File: config.mk
export PLATFORM = sky130hd
export DESIGN_NAME = sr_readback_flat
export DESIGN_NICKNAME = d
export VERILOG_FILES = /design/src/rtl/sr_readback_if.sv /design/src/rtl/sr_readback.sv /design/src/flat_wrapper.sv
export SDC_FILE = /design/constraint.sdc
export NUM_CORES = 1
export LEC_CHECK = 0
export ABC_AREA = 1
export BUFFER_PORTS_ARGS = -buffer_cell sky130_fd_sc_hd__buf_2
export CORE_MARGIN = 2
export CORE_UTILIZATION = 41
export CTS_BUF_LIST = sky130_fd_sc_hd__clkbuf_2
export CTS_CLUSTER_DIAMETER = 200
export CTS_CLUSTER_SIZE = 24
export DETAILED_ROUTE_END_ITERATION = 10
export PLACE_DENSITY_LB_ADDON = 0.1
export SETUP_SLACK_MARGIN = 0.02
export SYNTH_ARGS = -nofsm -noshare
export SYNTH_HDL_FRONTEND = slang
export SYNTH_SLANG_ARGS = --single-unit
File: constraint.sdc
create_clock -name clk -period 23.2 [get_ports clk]
set_input_delay 3.48 -clock clk [delete_from_list [all_inputs] [get_ports clk]]
set_output_delay 3.48 -clock clk [all_outputs]
set_load 0.05 [all_outputs]
File: src/rtl/sr_readback_if.sv
// sr_readback_if: start/serial/reference inputs and captured-word outputs of the readback block.
interface sr_readback_if #(
    parameter int DATA_WIDTH = 170,
    parameter int CNT_WIDTH  = 8
);
    logic                  start;
    logic                  sr_in;
    logic [DATA_WIDTH-1:0] expected;
    logic [DATA_WIDTH-1:0] dout;
    logic                  valid;
    logic                  busy;
    logic                  mismatch;
    logic [CNT_WIDTH-1:0]  mismatch_cnt;
    modport master (output start, sr_in, expected, input dout, valid, busy, mismatch, mismatch_cnt);
    modport slave  (input start, sr_in, expected, output dout, valid, busy, mismatch, mismatch_cnt);
endinterface

File: src/rtl/sr_readback.sv
// sr_readback: deserializes the returning configuration chain stream and counts bit
// differences against the reference word latched at start.
module sr_readback #(
    parameter int DATA_WIDTH      = 170,
    parameter int CNT_WIDTH       = 8,
    parameter bit SHIFT_DIRECTION = 1'b1,
    parameter int DELAY           = 1
) (
    input logic        clk,
    input logic        rst,
    sr_readback_if.slave bus
);
    typedef enum logic [1:0] {IDLE, WAIT, CAPTURE} state_t;
    localparam logic [CNT_WIDTH-1:0] LAST = CNT_WIDTH'(DATA_WIDTH - 1);
    localparam logic [7:0]           DLY  = 8'(DELAY);
    state_t                state_q, state_d;
    logic [7:0]            dcnt_q, dcnt_d;
    logic [CNT_WIDTH-1:0]  bcnt_q, bcnt_d, wcnt_q, wcnt_d, cnt_q, cnt_d, wcnt_inc;
    logic [DATA_WIDTH-1:0] sh_q, sh_d, exp_q, exp_d, dout_q, dout_d, sh_nx;
    logic                  valid_q, valid_d, busy_q, busy_d, mism_q, mism_d, diff;
    // The latched reference is shifted alongside the capture, so the bit to compare
    // against always sits at the same end of exp_q.
    assign diff     = bus.sr_in ^ (SHIFT_DIRECTION ? exp_q[DATA_WIDTH-1] : exp_q[0]);
    assign wcnt_inc = (diff && wcnt_q != '1) ? wcnt_q + CNT_WIDTH'(1) : wcnt_q;
    assign sh_nx    = SHIFT_DIRECTION ? {sh_q[DATA_WIDTH-2:0], bus.sr_in}
                                      : {bus.sr_in, sh_q[DATA_WIDTH-1:1]};
    always_comb begin
        state_d = state_q;
        dcnt_d  = dcnt_q;
        bcnt_d  = bcnt_q;
        wcnt_d  = wcnt_q;
        sh_d    = sh_q;
        exp_d   = exp_q;
        dout_d  = dout_q;
        cnt_d   = cnt_q;
        mism_d  = mism_q;
        busy_d  = busy_q;
        valid_d = 1'b0;
        case (state_q)
            IDLE: if (bus.start) begin
                exp_d   = bus.expected;
                bcnt_d  = '0;
                wcnt_d  = '0;
                dcnt_d  = '0;
                busy_d  = 1'b1;
                state_d = (DELAY == 0) ? CAPTURE : WAIT;
            end
            WAIT: begin
                dcnt_d  = dcnt_q + 8'd1;
                state_d = (dcnt_d == DLY) ? CAPTURE : WAIT;
            end
            CAPTURE: begin
                sh_d   = sh_nx;
                exp_d  = SHIFT_DIRECTION ? exp_q << 1 : exp_q >> 1;
                wcnt_d = wcnt_inc;
                bcnt_d = bcnt_q + CNT_WIDTH'(1);
                if (bcnt_q == LAST) begin
                    dout_d  = sh_nx;
                    cnt_d   = wcnt_inc;
                    mism_d  = wcnt_inc != '0;
                    valid_d = 1'b1;
                    busy_d  = 1'b0;
                    state_d = IDLE;
                end
            end
            default: state_d = IDLE;
        endcase
    end
    always_ff @(posedge clk or posedge rst) begin
        if (rst) begin
            state_q <= IDLE;
            dcnt_q  <= '0;
            bcnt_q  <= '0;
            wcnt_q  <= '0;
            cnt_q   <= '0;
            sh_q    <= '0;
            exp_q   <= '0;
            dout_q  <= '0;
            valid_q <= 1'b0;
            busy_q  <= 1'b0;
            mism_q  <= 1'b0;
        end else begin
            state_q <= state_d;
            dcnt_q  <= dcnt_d;
            bcnt_q  <= bcnt_d;
            wcnt_q  <= wcnt_d;
            cnt_q   <= cnt_d;
            sh_q    <= sh_d;
            exp_q   <= exp_d;
            dout_q  <= dout_d;
            valid_q <= valid_d;
            busy_q  <= busy_d;
            mism_q  <= mism_d;
        end
    end
    assign bus.dout         = dout_q;
    assign bus.valid        = valid_q;
    assign bus.busy         = busy_q;
    assign bus.mismatch     = mism_q;
    assign bus.mismatch_cnt = cnt_q;
endmodule

File: src/flat_wrapper.sv
// flat-port wrapper written by rule: the top's interface ports become plain ports
module sr_readback_flat 
#(
    parameter int DATA_WIDTH      = 170,
    parameter int CNT_WIDTH       = 8,
    parameter bit SHIFT_DIRECTION = 1'b1,
    parameter int DELAY           = 1
)
  (clk, rst, bus_start, bus_sr_in, bus_expected, bus_dout, bus_valid, bus_busy, bus_mismatch, bus_mismatch_cnt);
  sr_readback_if #(.DATA_WIDTH(DATA_WIDTH), .CNT_WIDTH(CNT_WIDTH)) bus_i ();
  input logic clk;
  input logic rst;
  input wire logic [$bits(bus_i.start)-1:0] bus_start;
  input wire logic [$bits(bus_i.sr_in)-1:0] bus_sr_in;
  input wire logic [$bits(bus_i.expected)-1:0] bus_expected;
  output wire logic [$bits(bus_i.dout)-1:0] bus_dout;
  output wire logic [$bits(bus_i.valid)-1:0] bus_valid;
  output wire logic [$bits(bus_i.busy)-1:0] bus_busy;
  output wire logic [$bits(bus_i.mismatch)-1:0] bus_mismatch;
  output wire logic [$bits(bus_i.mismatch_cnt)-1:0] bus_mismatch_cnt;
  assign bus_i.start = bus_start;
  assign bus_i.sr_in = bus_sr_in;
  assign bus_i.expected = bus_expected;
  assign bus_dout = bus_i.dout;
  assign bus_valid = bus_i.valid;
  assign bus_busy = bus_i.busy;
  assign bus_mismatch = bus_i.mismatch;
  assign bus_mismatch_cnt = bus_i.mismatch_cnt;
  sr_readback #(.DATA_WIDTH(DATA_WIDTH), .CNT_WIDTH(CNT_WIDTH), .SHIFT_DIRECTION(SHIFT_DIRECTION), .DELAY(DELAY)) u_core (.clk(clk), .rst(rst), .bus(bus_i));
endmodule
### Word level (Yosys, flattened, before mapping)

Index checks and enable logic that the tools add are counted.

* equality and inequality tests: 7
* reductions and logical operators: 10
* bitwise gates (word level): 1
* add/subtract/negate cells: 3
* multiplexer cells: 16

Operators with widths (count)
* $pmux W170 S2: 1
* $mux W170: 1
* $pmux W8 S2: 3
* $add A8 B1 Y8 const B: 3
* $mux W8: 2
* $eq A8 B1 Y1 const B: 1
* $eq A8 B8 Y1 const B: 1
* $ne A8 B8 Y1 const B: 1
* $reduce_and A2 Y1: 4
* $reduce_bool A8 Y1: 1
* $mux W2: 3
* $pmux W2 S3: 1
* $mux W1: 4
* $reduce_bool A2 Y1: 2
* $reduce_and A3 Y1: 1
* $eq A2 B1 Y1 const B: 1
* $eq A2 B2 Y1 const B: 1
* $logic_not A2 Y1: 1
* $ne A2 B1 Y1 const B: 1
* $ne A2 B2 Y1 const B: 1
* $pmux W1 S2: 1
* $logic_and A1 B1 Y1: 1
* $xor A1 B1 Y1: 1

* output and inout port bits: 181
* word-level logic and storage cells: 48
* bits of input ports: 174
* flip-flop bits (word level): 546

### Depth between registers and ports, before layout

* word-level depth: 4
* mapped depth: 12
* mapped depth without buffers: 12

### Worst setup path before layout

Ideal clock, no wire load.

* path type: input -> register
* start point: input port bus_sr_in
* end point: register u_core.mism_q (netlist: u_core.bus.mismatch)
* stages: 9
* library setup time: 0.115 ns
* arrival time: 4.302 ns
* setup slack: 18.783 ns
* path buffers: 1
* required time: 23.085 ns
* cell sequence: xor2_1 -> buf_4 -> nand3_1 -> nand2_2 -> nand2_1 -> nor2_1 -> nand2_1 -> nor2_1 -> nor2_1

* cells in the longest elaborated chain, start to end: 4

RTL lines
* from (decl): line flat_wrapper.sv:14 `input wire logic [$bits(bus_i.sr_in)-1:0] bus_sr_in;`
* $xor A1 B1 Y1: line sr_readback.sv:23 `assign diff = bus.sr_in ^ (SHIFT_DIRECTION ? exp_q[DATA_WIDTH-1] : exp_q[0]);`
* $logic_and A1 B1 Y1: line sr_readback.sv:24 `assign wcnt_inc = (diff && wcnt_q != '1) ? wcnt_q + CNT_WIDTH'(1) : wcnt_q;`
* $mux W8: line sr_readback.sv:24
* $reduce_bool A8 Y1: line sr_readback.sv:60 `mism_d = wcnt_inc != '0;`
* to (signal assigned): line sr_readback.sv:93 `mism_q <= mism_d;`
* to (decl): line sr_readback.sv:20 `logic valid_q, valid_d, busy_q, busy_d, mism_q, mism_d, diff;`

Every way passes these cells.
A chain may end at the register's enable or synchronous reset.

### Worst setup path after layout

* start point: input port bus_start
* end point: register u_core.exp_q[35]

* cells in the longest elaborated chain, start to end: 2

RTL lines
* from (decl): line flat_wrapper.sv:13 `input wire logic [$bits(bus_i.start)-1:0] bus_start;`
* $ne A2 B2 Y1 (no source line)
* $reduce_and A2 Y1 (no source line)
* to (signal assigned): line sr_readback.sv:89 `exp_q <= exp_d;`
* to (decl): line sr_readback.sv:19 `logic [DATA_WIDTH-1:0] sh_q, sh_d, exp_q, exp_d, dout_q, dout_d, sh_nx;`

Every way passes these cells.

==> metrics.md <==
| Metric | Value |
|---|---|
| Clock transition at the register clock pins on the worst setup and hold paths after CTS | ~420 ps |
| Maximum clock frequency | ~180 MHz |
| DR vias | ~16000 |
| Remaining Overflow, GRT | 0 |
| Number of setup buffers added after CTS | 0 |
| Maximum number of pins on one net before global-route repair | roughly 230 |
| Result of the run | finished, final reports clean |
| Maximum fanout encountered on the critical timing path | just under 90 |
| Clock network latency to the later pin of the worst-skew pair | between 1000 and 1500 ps |
| Cell with the biggest individual delay on the critical path | buf_4 |
| Area growth, synth to finish | 10.8% |
| Startpoint class of the critical path | input pin |
| Yosys top cell area share | 0.635 |
| Post-detailed-route wirelength per cell | roughly 15 µm |
| Routability-driven placement congestion ratio | roughly 0.8 |
| Most prevalent standard cell on the critical path | buf_4 |
| Dominant register cell in the synthesized netlist | dfrtp_1 |
| Commonest cells in the synthesized netlist | dfrtp_1, nand2_1, inv_1, o21ai_1, o21ai_0 |
| Final critical-path setup slack | between 15000 and 20000 ps |
| Family with the most delay on the worst path | buffers and inverters |
| Cells after Synth | 2262 |
| EDFF count, synth | 0 |
| Sequential element share of the synthesized area | 0.635 |
| Post-synthesis cell type count | 27 |
| Part of the cycle the worst path needs | 0.244 |
| Worst endpoint data arrival time | approximately 6700 ps |
| Number of buffers inserted for hold repair after clock tree synthesis | 0 |
| Post-DP HPWL | ~32 mm |
| Worst-case setup slack after placement | ~16000 ps |
| Initial Util | 0.417 |
| Worst supply voltage drop on vdd | about 53 µV |
| Worst hold path class | register to register |
| CP peak stage delay | a little over 800 ps |
| Iteration-0 DRC count of the detailed router | 1046 |
| Type of destination of the critical path | register |
| Final-report hold violation count | 0 |
| Floorplan row count | a little over 80 |
| Num Clock Sinks | between 500 and 600 |
| TritonCTS clock tree | done |
| Cell Chain, Critical Path | buf_2 > nand3_4 > inv_2 > nor2_4 > buf_4 > buf_4 > a21oi_1 |
| Number of placed I/O pins | ~360 |
| Proportion of synthesized flip-flops having asynchronous set or reset | 1.00 |
| Data required time at the worst endpoint | 24220 ps |
| Most area-consuming cells after synthesis | dfrtp_1, nand2_1, inv_1 |
| Total GRT Usage | 0.178 |
| Path type of the worst setup path | input pin to register |
| Per-instance average area after synthesis | about 9.5 µm² |
| Vertical die dimension | between 200 and 250 µm |
| Overall power | roughly 1900 µW |
| Shortest period the worst path allows | around 5700 ps |
| Number of buffers and inverters on the critical path | 4 |
| Ratio of total power to cell area | around 80 nW/µm² |
| Total wire length after detailed routing | between 40 and 50 mm |
| Transition time at the pin with the least slew margin | about 1100 ps |
| First-pass GRT wire length | 79.5 mm |
| Area of the die | roughly 54000 µm² |
| Final net count | 2701 |
| Relative slew slack | 0.234 |
| H-Tree Depth | 1 |
| Final TNS setup | 0 ps |
| # port buffers | ~350 |
| Max-slew violation total from the final report | 0 |
| Number of storage elements in the synthesis netlist | about 550 |
| Synth area leader | dfrtp_1 |
| Final antenna-violating net count | 0 |
| Fill cells | between 5000 and 6000 |
| Clk_skew | ~79 ps |
| Via density per instance | roughly 4.9 |
| Antenna violations before repair | 23 |
| Fraction of layout instances using a drive strength above 1 | 0.165 |
| Reported leakage power | 0.0117 µW |
| Unrepaired setup endpoints after global routing | no |
| Number of max-cap violations | 0 |
| Yosys warning count | 0 |
| Length of the first detailed-routing pass in iterations | 6 |
| Setup violation total in the final timing report | 0 |
| TritonCTS Buffers | 26 |
| Syn Nets | approximately 2400 |
| Post-Syn Area | between 20000 and 25000 µm² |
| Root Buffer | clkbuf_2 |
| Cell Count Post-Placement | 3174 |
| Final cell count without fillers | roughly 3200 |
| Core outline area | ~52000 µm² |
| Overall die width | between 200 and 250 µm |
| Bufs on Longest Clock Path | 3 |
| Via count of the first global-routing pass | roughly 15000 |
| Most common cell in the synthesized netlist | dfrtp_1 |
| DRC errors left | 0 |
| Post-cts sizing count | 0 |
-- area by class of cell --
cell class                      count  area [µm²]  share of cell area
Clock buffer                       26         130             0.00546
Inverter                          367        1390              0.0582
Timing Repair Buffer              368        1900              0.0797
Multi-Input combinational cell   1213        5840               0.245
Antenna cell                       14        35.0             0.00147
Sequential cell                   546       13700               0.573
Tap cell                          680         851              0.0357
Clock inverter                      2        38.8             0.00163
-- metrics by stage --
step           hold WS (ps)   util  cell area, µm²
5_1_grt                 453  0.462           23800
4_1_cts                 379  0.461           23800
2_1_floorplan           442      -           21500
3_5_place_dp            464  0.458           23600
3_3_place_gp            458  0.458           23600
6_report                461  0.462           23800
-- power by group --
| group | leakage (µW) | switching, µW | internal [µW] | total [µW] |
|---|---|---|---|---|
| registers | 0.00707 | 89.5 | 1110 | 1200 |
| clock network | 0.000126 | 275 | 41.2 | 316 |
| logic | 0.00452 | 263 | 139 | 402 |
| total | 0.0117 | 627 | 1290 | 1920 |
-- logic make-up (layout without fill, tap and decap cells) --
kind of cell,after synthesis,after routing,share of synthesized area
AO/OA/AOI/OAI,686,686,0.170
buffers and inverters,503,763,0.0955
adder cells (fa/ha/maj),5,5,0.00291
flip-flops,546,546,0.635
AND/OR/NAND/NOR,515,515,0.0944
XOR/XNOR,7,7,0.00285
other,0,14,0
-- path summary, 6_finish.rpt --
path,start,to,slack [ps],depth (start not counted)
worst max-delay path,bus_start,u_core.exp_q[35]$_DFFE_PP0P_,17550,7
worst min-delay path,u_core.sh_q[31]$_DFFE_PP0P_,u_core.sh_q[32]$_DFFE_PP0P_,460,2
worst max register to register,u_core.state_q[1]$_DFFE_PP0P_,u_core.exp_q[35]$_DFFE_PP0P_,19510,7
worst min register to register,u_core.sh_q[31]$_DFFE_PP0P_,u_core.sh_q[32]$_DFFE_PP0P_,460,2
max in group asynchronous,rst,u_core.sh_q[13]$_DFFE_PP0P_,18460,4
min in group asynchronous,rst,u_core.bus.dout[128]$_DFFE_PP0P_,2390,2
-- flip-flops by register name, indices dropped and copies added (netlist names) --
name / cells
u_core.bus.busy: 1
u_core.bus.valid: 1
u_core.bus.dout: 170
u_core.bcnt_q: 8
u_core.dcnt_q: 8
u_core.bus.mismatch_cnt: 8
u_core.wcnt_q: 8
u_core.state_q: 2
u_core.bus.mismatch: 1
u_core.exp_q: 170
u_core.sh_q: 169
-- worst reg2reg max path: cells and delay by family, from the launching register on --
kind | cells | cell delay, ps
AOI/OAI and AO/OA | 1 | 230
buffers and inverters | 4 | 2060
DFF | 1 | 450
and+or+nand+nor | 2 | 890
-- routing by layer --
layer | track usage | vias up | wire length (µm)
met2 | 0.278 | 262 | 22400
met3 | 0.0432 | 77 | 2780
met1 | 0.248 | 7555 | 22600
li1 | - | 7832 | -
met4 | 0.0480 | 24 | 1200
met5 | 0 | - | 167
-- layout by cell type, fill, tap and decap left out --
cell	instances
a21oi_1	156
a22o_1	2
buf_12	2
buf_2	354
buf_4	12
bufinv_16	1
clkbuf_2	26
clkinv_4	1
dfrtp_1	546
diode_2	14
ha_1	5
inv_1	359
inv_2	6
inv_4	1
inv_8	1
nand2_1	442
nand2_2	4
nand3_1	31
nand3_4	2
nand3b_1	1
nand4_1	8
nor2_1	18
nor2_2	1
nor2_4	2
nor2b_1	1
nor3_1	3
nor3_2	1
o21ai_0	177
o21ai_1	184
o22ai_1	166
o31ai_1	1
or2_2	1
xor2_1	7
No activity file was read; power rests on OpenSTA's default activity.
